File: src/rtl/shift_light_engine.sv
// Light-pattern sequencer: a free-running prescaler paces shift-in, rotate, bounce and hold modes.
// Define SHIFT_LIGHT_BOUNCE_EN to build bounce mode. Without it, mode 10 holds the pattern.
module shift_light_engine #(
    parameter int WIDTH = 8,
    parameter int DIV_W = 23
) (
    input  logic             clk_50,
    input  logic             reset,
    input  logic [1:0]       mode,
    input  logic             dir,
    input  logic [1:0]       speed,
    input  logic             inject,
    input  logic             clear,
    input  logic             load,
    input  logic [WIDTH-1:0] load_data,
    output logic [WIDTH-1:0] pattern,
    output logic             step,
    output logic             wrap
);

    typedef enum logic [1:0] {
        MODE_SHIFT  = 2'b00,
        MODE_ROTATE = 2'b01,
        MODE_BOUNCE = 2'b10,
        MODE_HOLD   = 2'b11
    } mode_e;

    logic [DIV_W-1:0] cnt_q, cnt_d;
    logic [DIV_W-1:0] step_mask;
    logic [WIDTH-1:0] pattern_q, pattern_d;
    logic             wrap_q, wrap_d;

    function automatic logic [WIDTH-1:0] shl(input logic [WIDTH-1:0] p, input logic fill);
        return {p[WIDTH-2:0], fill};
    endfunction

    function automatic logic [WIDTH-1:0] shr(input logic [WIDTH-1:0] p, input logic fill);
        return {fill, p[WIDTH-1:1]};
    endfunction

    // The step decode looks at only the low DIV_W-speed bits, so a speed change
    // takes effect on the very next matching count without disturbing the counter.
    assign cnt_d     = cnt_q + DIV_W'(1);
    assign step_mask = {DIV_W{1'b1}} >> speed;
    assign step      = &(cnt_q | ~step_mask);

    always_ff @(posedge clk_50 or posedge reset) begin
        if (reset) begin
            cnt_q <= '0;
        end else begin
            cnt_q <= cnt_d;
        end
    end

`ifdef SHIFT_LIGHT_BOUNCE_EN
    logic             bounce_right_q, bounce_right_d;
    logic [WIDTH-1:0] bounce_pat;
    logic             bounce_turn;

    always_comb begin
        bounce_pat     = pattern_q;
        bounce_turn    = 1'b0;
        bounce_right_d = bounce_right_q;
        if (pattern_q == '0) begin
            bounce_pat     = WIDTH'(1);
            bounce_right_d = 1'b0;
        end else if (!bounce_right_q) begin
            if (pattern_q[WIDTH-1]) begin
                bounce_turn    = 1'b1;
                bounce_right_d = 1'b1;
                bounce_pat     = shr(pattern_q, 1'b0);
            end else begin
                bounce_pat = shl(pattern_q, 1'b0);
            end
        end else begin
            if (pattern_q[0]) begin
                bounce_turn    = 1'b1;
                bounce_right_d = 1'b0;
                bounce_pat     = shl(pattern_q, 1'b0);
            end else begin
                bounce_pat = shr(pattern_q, 1'b0);
            end
        end
        // Direction only moves on an applied bounce step; clear re-homes it.
        if (clear) begin
            bounce_right_d = 1'b0;
        end else if (load || !step || (mode != MODE_BOUNCE)) begin
            bounce_right_d = bounce_right_q;
        end
    end

    always_ff @(posedge clk_50 or posedge reset) begin
        if (reset) begin
            bounce_right_q <= 1'b0;
        end else begin
            bounce_right_q <= bounce_right_d;
        end
    end
`endif

    always_comb begin
        pattern_d = pattern_q;
        wrap_d    = 1'b0;
        if (clear) begin
            pattern_d = '0;
        end else if (load) begin
            pattern_d = load_data;
        end else if (step) begin
            case (mode)
                MODE_SHIFT: begin
                    pattern_d = dir ? shr(pattern_q, inject) : shl(pattern_q, inject);
                end
                MODE_ROTATE: begin
                    pattern_d = dir ? shr(pattern_q, pattern_q[0]) : shl(pattern_q, pattern_q[WIDTH-1]);
                    wrap_d    = dir ? pattern_q[0] : pattern_q[WIDTH-1];
                end
                MODE_BOUNCE: begin
`ifdef SHIFT_LIGHT_BOUNCE_EN
                    pattern_d = bounce_pat;
                    wrap_d    = bounce_turn;
`else
                    pattern_d = pattern_q;
`endif
                end
                default: begin
                    pattern_d = pattern_q;
                end
            endcase
        end
    end

    always_ff @(posedge clk_50 or posedge reset) begin
        if (reset) begin
            pattern_q <= '0;
            wrap_q    <= 1'b0;
        end else begin
            pattern_q <= pattern_d;
            wrap_q    <= wrap_d;
        end
    end

    assign pattern = pattern_q;
    assign wrap    = wrap_q;

endmodule
File: config.mk
export PLATFORM = sky130hd
export DESIGN_NAME = shift_light_engine
export DESIGN_NICKNAME = d
export VERILOG_FILES = /design/src/rtl/shift_light_engine.sv
export SDC_FILE = /design/constraint.sdc
export NUM_CORES = 1
export LEC_CHECK = 0
export CAP_MARGIN = 20
export CORE_MARGIN = 1
export CORE_UTILIZATION = 30
export DETAILED_ROUTE_END_ITERATION = 10
export DONT_BUFFER_PORTS = 1
export PLACE_DENSITY = 0.47
export RECOVER_POWER = 50
export SLEW_MARGIN = 20
export SYNTH_ARGS = -nofsm -noshare
export SYNTH_HDL_FRONTEND = slang
export SYNTH_SLANG_ARGS = --single-unit
File: constraint.sdc
create_clock -name clk_50 -period 1.6 [get_ports clk_50]
set_input_delay 0.16 -clock clk_50 [delete_from_list [all_inputs] [get_ports clk_50]]
set_output_delay 0.16 -clock clk_50 [all_outputs]
set_load 0.01 [all_outputs]
==> metrics.md, run 1 <==
| Metric | Value |
|---|---|
| Status | `finished, violations left` |
| Failing checks | `setup timing` |
| Final Critical Period | `1.80 ns` |
| Synthesized area | `0.00171 sq mm` |
| Internal Power | `1.22 mW` |
| Global-route track usage on met3 | `0.0424` |
| Final Cell Area | `0.00226 sq mm` |
| Total global-route track usage | `0.143` |
| Port Buf Inserts | `0` |
| Initial DRC Count | `56` |
| F_max | `555 MHz` |
| GR Layer Usage met2 | `0.243` |
| First-pass GRT wire length | `6.68 mm` |
| Crit. End Element | `primary output` |
| Diode count | `0` |
| Clock Latency Late Sink | `0.29 ns` |
| CTS tree | `done` |
| Startpoint Class | `flip-flop` |
| Most frequent cells in the layout | `dfrtp_1 (32), buf_4 (27), nand2_1 (13), xnor2_1 (10), xor2_1 (10)` |
| Async SR Flop Fraction | `1.00` |
| Required @ worst endpoint | `1.44 ns` |
| Unrepaired setup endpoints after global routing | `true` |
| Die H | `77.6 um` |
| Most common cell after layout, fill and taps aside | `dfrtp_1` |
| Endpoints failing hold | `0` |
| Wirelength per Cell | `14.8 um` |
| Seq cells post-synth | `32` |
| Net Sw Frac | `0.234` |
| Initial antenna violation count | `0` |
| EDFF count, synth | `0` |
| # DRC | `0` |
| Placed insts | `252` |
| Worst ir drop on vdd | `0.312 mV` |
| Syn. warnings | `0` |
| Clk network pwr share | `0.407` |
| P_sw | `0.370 mW` |
| Setup CP Type | `flip-flop to primary output` |
| Worst min path class | `input port to flip-flop` |
| CTS root buf | `clkbuf_8` |
| Worst setup margin | `-0.203 ns` |
| GPL Wtd Cong | `0.778` |
| CTS clk-pin slew, worst paths | `0.07 ns` |
| Total number of H-tree levels | `2` |
| Slew HR | `0.449` |
| Num rows | `27` |
| Grt total ovfl | `0` |
| Fin. max-slew vios | `0` |
| Main flop type after synthesis | `dfrtp_1` |
| Fraction of layout cells with a size suffix above 1 | `0.335` |
| Synth top area share | `0.467` |
| Die area | `0.00602 sq mm` |
| Largest cells by area after synthesis | `dfrtp_1 (47%), xnor2_1 (5.6%), xor2_1 (5.1%)` |
| Vias in the first global route | `1430` |
| Crit Path Max Fanout | `2` |
| Register share of total power | `0.530` |
| Syn Area/Cell | `10.6 sq um` |
| Pre-CTS setup slack | `-0.0573 ns` |
| Final wirelength | `4.03 mm` |
| Starting Density | `0.311` |
| Leakage | `1.04 nW` |
| Width of the chip | `77.6 um` |
| Clock skew | `0.00836 ns` |
| Net Count, Synth | `181` |
| Layout Cells excl Fill | `272` |
| DR vias | `1380` |
| Fin util | `0.410` |
| Number of I/O pins | `28` |
| Area after DPL | `0.00195 sq mm` |
| DRT Pass-1 Iters | `4` |
| CORE AREA | `0.00551 sq mm` |
| CTS Buf Count | `5` |
| Synth cell types | `43` |
| Post-synthesis instance total | `162` |
| Num Clock Sinks | `32` |
| Routed vias/inst | `5.07` |
| Total Power | `1.59 mW` |
| Area Growth Syn to Fin | `31.8%` |
| Maximum clock path buffer count | `2` |
| Post-DP HPWL | `2.80 mm` |
| Largest net degree at the start of global routing | `33` |
| Final setup viols | `13` |
| Logic pwr share | `0.063` |
| Max Cap Viol | `0` |
| Seq/Total Area, Yosys | `0.467` |
| Slew @ Worst Pin | `0.827 ns` |
| Number of nets in the layout | `218` |
| Worst Path Arrival | `1.64 ns` |
| Antenna Violating Nets Remaining | `0` |
| P per Cell Area | `703 mW/mm^2` |
| Most used routing layer | `met2` |
| Area leader, netlist | `dfrtp_1` |
| Grt met1 use | `0.168` |
| Ratio of final minimum period to clock period | `1.13` |
==> worst paths after layout <==
kind / startpoint / end / slack (ns) / cells after the start
setup reg to reg: cnt_q[1] / pattern[3] / -0.15 / 8
hold / removal: load_data[6] / pattern[6] / 0.02 / 1
min in group asynchronous: reset / cnt_q[2] / 0.56 / 3
max in group asynchronous: reset / cnt_q[7] / 0.52 / 3
hold reg to reg: cnt_q[15] / cnt_q[15] / 0.47 / 1
setup / recovery: cnt_q[1] / step / -0.20 / 6
==> worst max-delay path: stages, from the launching register on <==
cell	delay (ns)
dfrtp_1	0.36
ha_2	0.18
and4_4	0.23
and4_4	0.24
nand2_4	0.06
nor3_4	0.18
buf_6	0.12
==> metal layers <==
metal	part of all wire	routed length (um)
met5	0	0
met4	0.016	63
met1	0.42	1710
met3	0.048	192
met2	0.51	2060
==> power by group through the flow <==
stage,clock (mW),combinational (mW),sequential (mW)
after floorplan,0,0.0742,0.852
after global placement,0,0.0852,0.855
after detailed placement,0,0.0867,0.855
after CTS,0.667,0.0956,0.840
after global routing,0.692,0.111,0.842
final,0.646,0.0997,0.840
==> synth_stat cells, types with 2 or more instances <==
cell type  count
dfrtp_1       32
nand2_1       14
xnor2_1       11
nor2_1        10
xor2_1        10
inv_1          8
nand3_1        7
nor3_1         7
a21oi_1        6
a221o_1        6
mux2i_1        6
nand4_1        4
and4_2         3
and2_1         2
and3_1         2
and4_1         2
buf_2          2
nand3b_1       2
nor2b_1        2
o211ai_1       2
or2_2          2
==> registers in the layout, indices dropped and copies added, names as in the netlist <==
| register | cells |
|---|---|
| cnt_q | 23 |
| pattern | 8 |
| wrap | 1 |
==> per-stage QoR <==
stage	TNS, ns	hold WS, ns
floorplan	-0.00325	0.222
global placement	-0.146	0.164
detailed placement	-0.407	0.175
CTS	-1.11	0.00229
global route	-2.44	0.00419
finish	-1.41	0.0155
==> cells by family after synthesis <==
family          synth area share
xor+xnor                   0.107
simple gates               0.205
compound gates             0.134
buf+inv                   0.0372
mux                       0.0416
flops                      0.467
fa+ha+maj                0.00730
==> cell type report <==
class	instances	area, sq um
clock buffers	8	90.1
fillers	539	3250
inverters	8	30.0
multi-input cells	116	952
flip-flops and latches	32	801
well taps	72	90.1
repair buffers	36	294
==> timing repair <==
item,4_1_cts,5_1_grt
resized for setup,8,17
hold endpoints to repair,33,0
pin swaps,3,8
endpoints found under the setup margin,8,16
setup buffers,3,7
hold buffers,3,0
(Power assumes the default switching activity.)
==> run 2: changes to the inputs <==
CTS_BUF_LIST = sky130_fd_sc_hd__clkbuf_8 sky130_fd_sc_hd__clkbuf_16   (was unset)
==> run 2 against run 1 <==
Net effect: the run still ends with setup timing left; die area stayed put; hold slack hardly changed; flip-flop and latch count stayed put; first-iteration DRC count stayed put; sequential share of layout area stayed put; count of clock-buffer cells in the layout is 2 lower; via count hardly changed; sequential power hardly changed; critical path depth stayed put; power is 0.77% lower; highest routed layer unchanged.
==> metrics.md, run 2 (synthesized netlist as in run 1, its figures left out) <==
| Metric | Value |
|---|---|
| Crit path depth | `6` |
| CTS Buf Count | `5` |
| Bufs and invs on worst path | `1` |
| Number of I/O pins | `28` |
| Num Clock Sinks | `32` |
| Total global-route track usage | `0.143` |
| Area Growth Syn to Fin | `31.8%` |
| GPL Wtd Cong | `0.778` |
| P per Cell Area | `697 mW/mm^2` |
| Hold Crit Start | `load_data[6]` |
| FF-to-FF path depth | `8` |
| Max Cap Viol | `0` |
| Final Cell Area | `0.00226 sq mm` |
| Num rows | `27` |
| Status | `finished, violations left` |
| Slowest cell on crit path | `dfrtp_1` |
| Worst min path class | `input port to flip-flop` |
| Crit-path max cell delay | `0.36 ns` |
| Fin Hold WS | `0.0151 ns` |
| CTS root buf | `clkbuf_8` |
| Setup crit end | `step` |
| Failing checks | `setup timing` |
| # DRC | `0` |
| Fillers | `539` |
| Initial DRC Count | `56` |
| Number of nets in the layout | `218` |
| CP cell instances | `ha_2 > and4_4 > and4_4 > nand2_4 > nor3_4 > buf_6` |
| Total Power | `1.57 mW` |
| CORE AREA | `0.00551 sq mm` |
| DRT Pass-1 Iters | `4` |
| CTS clk-pin slew, worst paths | `0.07 ns` |
| Die area | `0.00602 sq mm` |
| Starting Density | `0.311` |
| Most frequent cells in the layout | `dfrtp_1 (32), buf_4 (27), nand2_1 (13)` |
| Max reg flops | `23` |
| Clock Latency Late Sink | `0.29 ns` |
| Largest Register | `cnt_q` |
| CP delay by family, top | `simple AND/OR/NAND/NOR gates` |
| Slew HR | `0.448` |
| Initial antenna violation count | `0` |
| First-pass GRT wire length | `6.68 mm` |
| Logic pwr share | `0.063` |
| Total number of H-tree levels | `2` |
| Worst ir drop on vdd | `0.312 mV` |
| Fin util | `0.410` |
| Slew @ Worst Pin | `0.827 ns` |
| Worst setup margin | `-0.203 ns` |
| Register share of total power | `0.534` |
| Endpoints failing hold | `0` |
| Final wirelength | `4.03 mm` |
| Post-DP HPWL | `2.80 mm` |
| Antenna Violating Nets Remaining | `0` |
| Unrepaired setup endpoints after global routing | `true` |
| Required @ worst endpoint | `1.44 ns` |
| Fraction of layout cells with a size suffix above 1 | `0.335` |
| Clk network pwr share | `0.403` |
| Crit. End Element | `primary output` |
| Worst Path Arrival | `1.64 ns` |
| Register-to-register setup slack | `-0.15 ns` |
| Crit Path Max Fanout | `2` |
| Width of the chip | `77.6 um` |
| Grt total ovfl | `0` |
| Fin. max-slew vios | `0` |
| CTS tree | `done` |
| Most common cell after layout, fill and taps aside | `dfrtp_1` |
| Wirelength per Cell | `14.8 um` |
| Worst Setup SP | `cnt_q[1]` |
| Cell mode on critical path | `and4_4` |
| Ratio of final minimum period to clock period | `1.13` |
| Setup CP Type | `flip-flop to primary output` |
| P_sw | `0.371 mW` |
| Die H | `77.6 um` |
| Final Critical Period | `1.80 ns` |
| Maximum clock path buffer count | `2` |
| Port Buf Inserts | `0` |
| Final setup viols | `13` |
| Routed vias/inst | `5.08` |
| Net Sw Frac | `0.236` |
| Leakage | `1.05 nW` |
| Clock skew | `0.00862 ns` |
| DR vias | `1381` |
| Diode count | `0` |
| Internal Power | `1.20 mW` |
| F_max | `555 MHz` |
| Largest net degree at the start of global routing | `33` |
| R2r startpoint | `cnt_q[1]` |
| Vias in the first global route | `1430` |
| Startpoint Class | `flip-flop` |
| Area after DPL | `0.00195 sq mm` |
| RR Endpoint | `pattern[3]` |
-- run 2: cell types whose count changed in the layout (fill, tap and decap cells not counted) --
cell,before,now
inv_1,8,10
clkbuf_1,2,0
-- run 2: through the flow --
stage	setup TNS [ns]	worst slack, ns	cells
2_1_floorplan	-0.00325	-0.00325	162
3_3_place_gp	-0.146	-0.0334	252
3_5_place_dp	-0.407	-0.0573	252
4_1_cts	-1.11	-0.182	266
5_1_grt	-2.44	-0.275	272
6_report	-1.40	-0.203	272
-- run 2: layer usage --
metal  GRT usage  vias to the layer above  share of wire
met5           0                        -              0
met4      0.0566                        0          0.016
met3      0.0424                        7          0.047
met2       0.243                       28           0.51
met1       0.168                      693           0.43
li1            -                      653              -
-- run 2: power groups by stage --
stage / Clock, mW / Combinational, mW / Sequential, mW
after detailed placement: 0 / 0.0867 / 0.855
after floorplan: 0 / 0.0742 / 0.852
after global placement: 0 / 0.0852 / 0.855
after CTS: 0.655 / 0.0956 / 0.840
final: 0.633 / 0.0998 / 0.840
after global routing: 0.680 / 0.111 / 0.842
-- run 2: area by class of cell --
| cell class | instances | area, sq um | share of cell area |
|---|---|---|---|
| clock inverter | 2 | 7.51 | 0.00333 |
| tap | 72 | 90.1 | 0.0399 |
| clock buffer | 6 | 82.6 | 0.0366 |
| multi-input combinational | 116 | 952 | 0.422 |
| sequential | 32 | 801 | 0.355 |
| inverter | 8 | 30.0 | 0.0133 |
| timing repair buffer | 36 | 294 | 0.130 |
-- run 2: worst min-delay path by stage --
stage                 end  slack, ns  cells past startpoint
2_1_floorplan  pattern[0]       0.22                      1
3_3_place_gp   pattern[4]       0.16                      2
3_5_place_dp     cnt_q[1]       0.17                      2
4_1_cts        pattern[0]      0.002                      2
5_1_grt        pattern[4]      0.004                      1
6_report       pattern[6]       0.02                      1
-- run 2: repair_timing --
action | CTS | global route
buffers inserted | 3 | 7
pin swaps | 3 | 8
hold buffers | 3 | 0
endpoints found under the setup margin | 8 | 16
resized for setup | 8 | 17
hold endpoints to repair | 33 | 0
==> run 3: changes to the inputs <==
HOLD_SLACK_MARGIN = 0.02   (was unset)
==> run 3 against run 2 <==
Net effect: the flow still finishes with violations (setup timing); flip-flop and latch count unchanged; final cell count up 2.6%; setup slack better by 0.0033 ns; fmax up 0.18%; combinational power up 14%; power up 1.0%; via count up 2.6%; non-clock buffer count up 7; critical endpoint unchanged; core utilization up 1.3 points; cell area up 3.1%.
==> metrics.md, run 3 (synthesized netlist as in run 1, its figures left out) <==
| Metric | Value |
|---|---|
| Status | `finished, violations left` |
| Failing checks | `setup timing` |
| Crit Path Max Fanout | `2` |
| CORE AREA | `0.00551 sq mm` |
| Ratio of final minimum period to clock period | `1.12` |
| DRT Pass-1 Iters | `4` |
| P_sw | `0.376 mW` |
| Port Buf Inserts | `0` |
| Max reg flops | `23` |
| # DRC | `0` |
| Worst min path class | `input port to flip-flop` |
| First-pass GRT wire length | `6.83 mm` |
| Cell mode on critical path | `and4_4` |
| F_max | `556 MHz` |
| Number of nets in the layout | `225` |
| Num Clock Sinks | `32` |
| Startpoint Class | `flip-flop` |
| Logic pwr share | `0.072` |
| Max Cap Viol | `0` |
| Width of the chip | `77.6 um` |
| Slew HR | `0.445` |
| Final wirelength | `4.09 mm` |
| Clock Latency Late Sink | `0.29 ns` |
| Area Growth Syn to Fin | `35.9%` |
| Initial antenna violation count | `0` |
| Total global-route track usage | `0.146` |
| Setup CP Type | `flip-flop to primary output` |
| Final setup viols | `13` |
| Unrepaired setup endpoints after global routing | `true` |
| Slew @ Worst Pin | `0.833 ns` |
| Die H | `77.6 um` |
| Number of I/O pins | `28` |
| Worst setup margin | `-0.199 ns` |
| Worst Path Arrival | `1.64 ns` |
| Num rows | `27` |
| Clk network pwr share | `0.400` |
| Antenna Violating Nets Remaining | `0` |
| Bufs and invs on worst path | `1` |
| Final Critical Period | `1.80 ns` |
| Fin. max-slew vios | `0` |
| Fraction of layout cells with a size suffix above 1 | `0.324` |
| Most frequent cells in the layout | `dfrtp_1 (32), buf_4 (27), nand2_1 (13)` |
| P per Cell Area | `683 mW/mm^2` |
| Vias in the first global route | `1467` |
| Internal Power | `1.21 mW` |
| Clock skew | `0.0107 ns` |
| CTS clk-pin slew, worst paths | `0.07 ns` |
| Fin util | `0.423` |
| Maximum clock path buffer count | `2` |
| Grt total ovfl | `0` |
| Starting Density | `0.311` |
| Largest Register | `cnt_q` |
| GPL Wtd Cong | `0.778` |
| Routed vias/inst | `5.08` |
| CP delay by family, top | `simple AND/OR/NAND/NOR gates` |
| Register share of total power | `0.529` |
| DR vias | `1417` |
| Fin Hold WS | `0.0219 ns` |
| Worst ir drop on vdd | `0.312 mV` |
| CP cell instances | `ha_2 > and4_4 > and4_4 > nand2_4 > nor3_4 > buf_6` |
| CTS tree | `done` |
| Leakage | `1.08 nW` |
| CTS Buf Count | `5` |
| Most common cell after layout, fill and taps aside | `dfrtp_1` |
| Largest net degree at the start of global routing | `33` |
| Initial DRC Count | `75` |
| Net Sw Frac | `0.237` |
| Crit-path max cell delay | `0.36 ns` |
| Crit. End Element | `primary output` |
| Diode count | `0` |
| Endpoints failing hold | `0` |
| Wirelength per Cell | `14.6 um` |
| CTS root buf | `clkbuf_8` |
| Total number of H-tree levels | `2` |
| Slowest cell on crit path | `dfrtp_1` |
| Post-DP HPWL | `2.80 mm` |
| Die area | `0.00602 sq mm` |
| Required @ worst endpoint | `1.44 ns` |
-- run 3: path summary, 6_finish.rpt --
path                           start    endpoint  slack [ns]  cells after the start
max                         cnt_q[1]        step       -0.20                      6
min                            clear  pattern[7]        0.02                      2
max reg2reg                 cnt_q[1]  pattern[5]       -0.15                      8
min reg2reg                cnt_q[15]   cnt_q[15]        0.47                      1
max in group asynchronous      reset    cnt_q[7]        0.51                      3
min in group asynchronous      reset  pattern[3]        0.55                      3
-- run 3: per-stage QoR --
| step | setup TNS [ns] | area, sq um | instances | setup WS (ns) | total power [mW] |
|---|---|---|---|---|---|
| after floorplan | -0.00325 | 1720 | 162 | -0.00325 | 0.927 |
| after global placement | -0.146 | 1950 | 252 | -0.0334 | 0.940 |
| after detailed placement | -0.407 | 1950 | 252 | -0.0573 | 0.942 |
| after CTS | -1.11 | 2190 | 273 | -0.182 | 1.60 |
| after global routing | -2.43 | 2330 | 279 | -0.276 | 1.65 |
| final | -1.35 | 2330 | 279 | -0.199 | 1.59 |
-- run 3: layer usage --
layer,track usage,up-vias,part of all wire
li1,-,668,-
met1,0.177,712,0.43
met2,0.242,29,0.51
met3,0.0412,8,0.044
met4,0.0585,0,0.016
met5,0,-,0
-- run 3: layout make-up --
cell class | instances | area [sq um]
clock inverters | 2 | 7.51
clock buffers | 6 | 82.6
fillers | 533 | 3180
inverters | 8 | 30.0
multi-input cells | 116 | 952
flip-flops and latches | 32 | 801
repair buffers | 43 | 364
well taps | 72 | 90.1
-- run 3: power by group through the flow --
| stage | logic [mW] | registers [mW] | clock network, mW |
|---|---|---|---|
| 5_1_grt | 0.126 | 0.842 | 0.681 |
| 4_1_cts | 0.110 | 0.840 | 0.655 |
| 3_3_place_gp | 0.0852 | 0.855 | 0 |
| 6_report | 0.114 | 0.840 | 0.636 |
| 2_1_floorplan | 0.0742 | 0.852 | 0 |
| 3_5_place_dp | 0.0867 | 0.855 | 0 |
-- run 3: repair_timing --
action	4_1_cts	5_1_grt
resized for setup	8	17
pin swaps	3	8
hold buffers	10	0
endpoints found under the hold margin	39	0
setup buffers	3	7
setup endpoints to repair	8	16
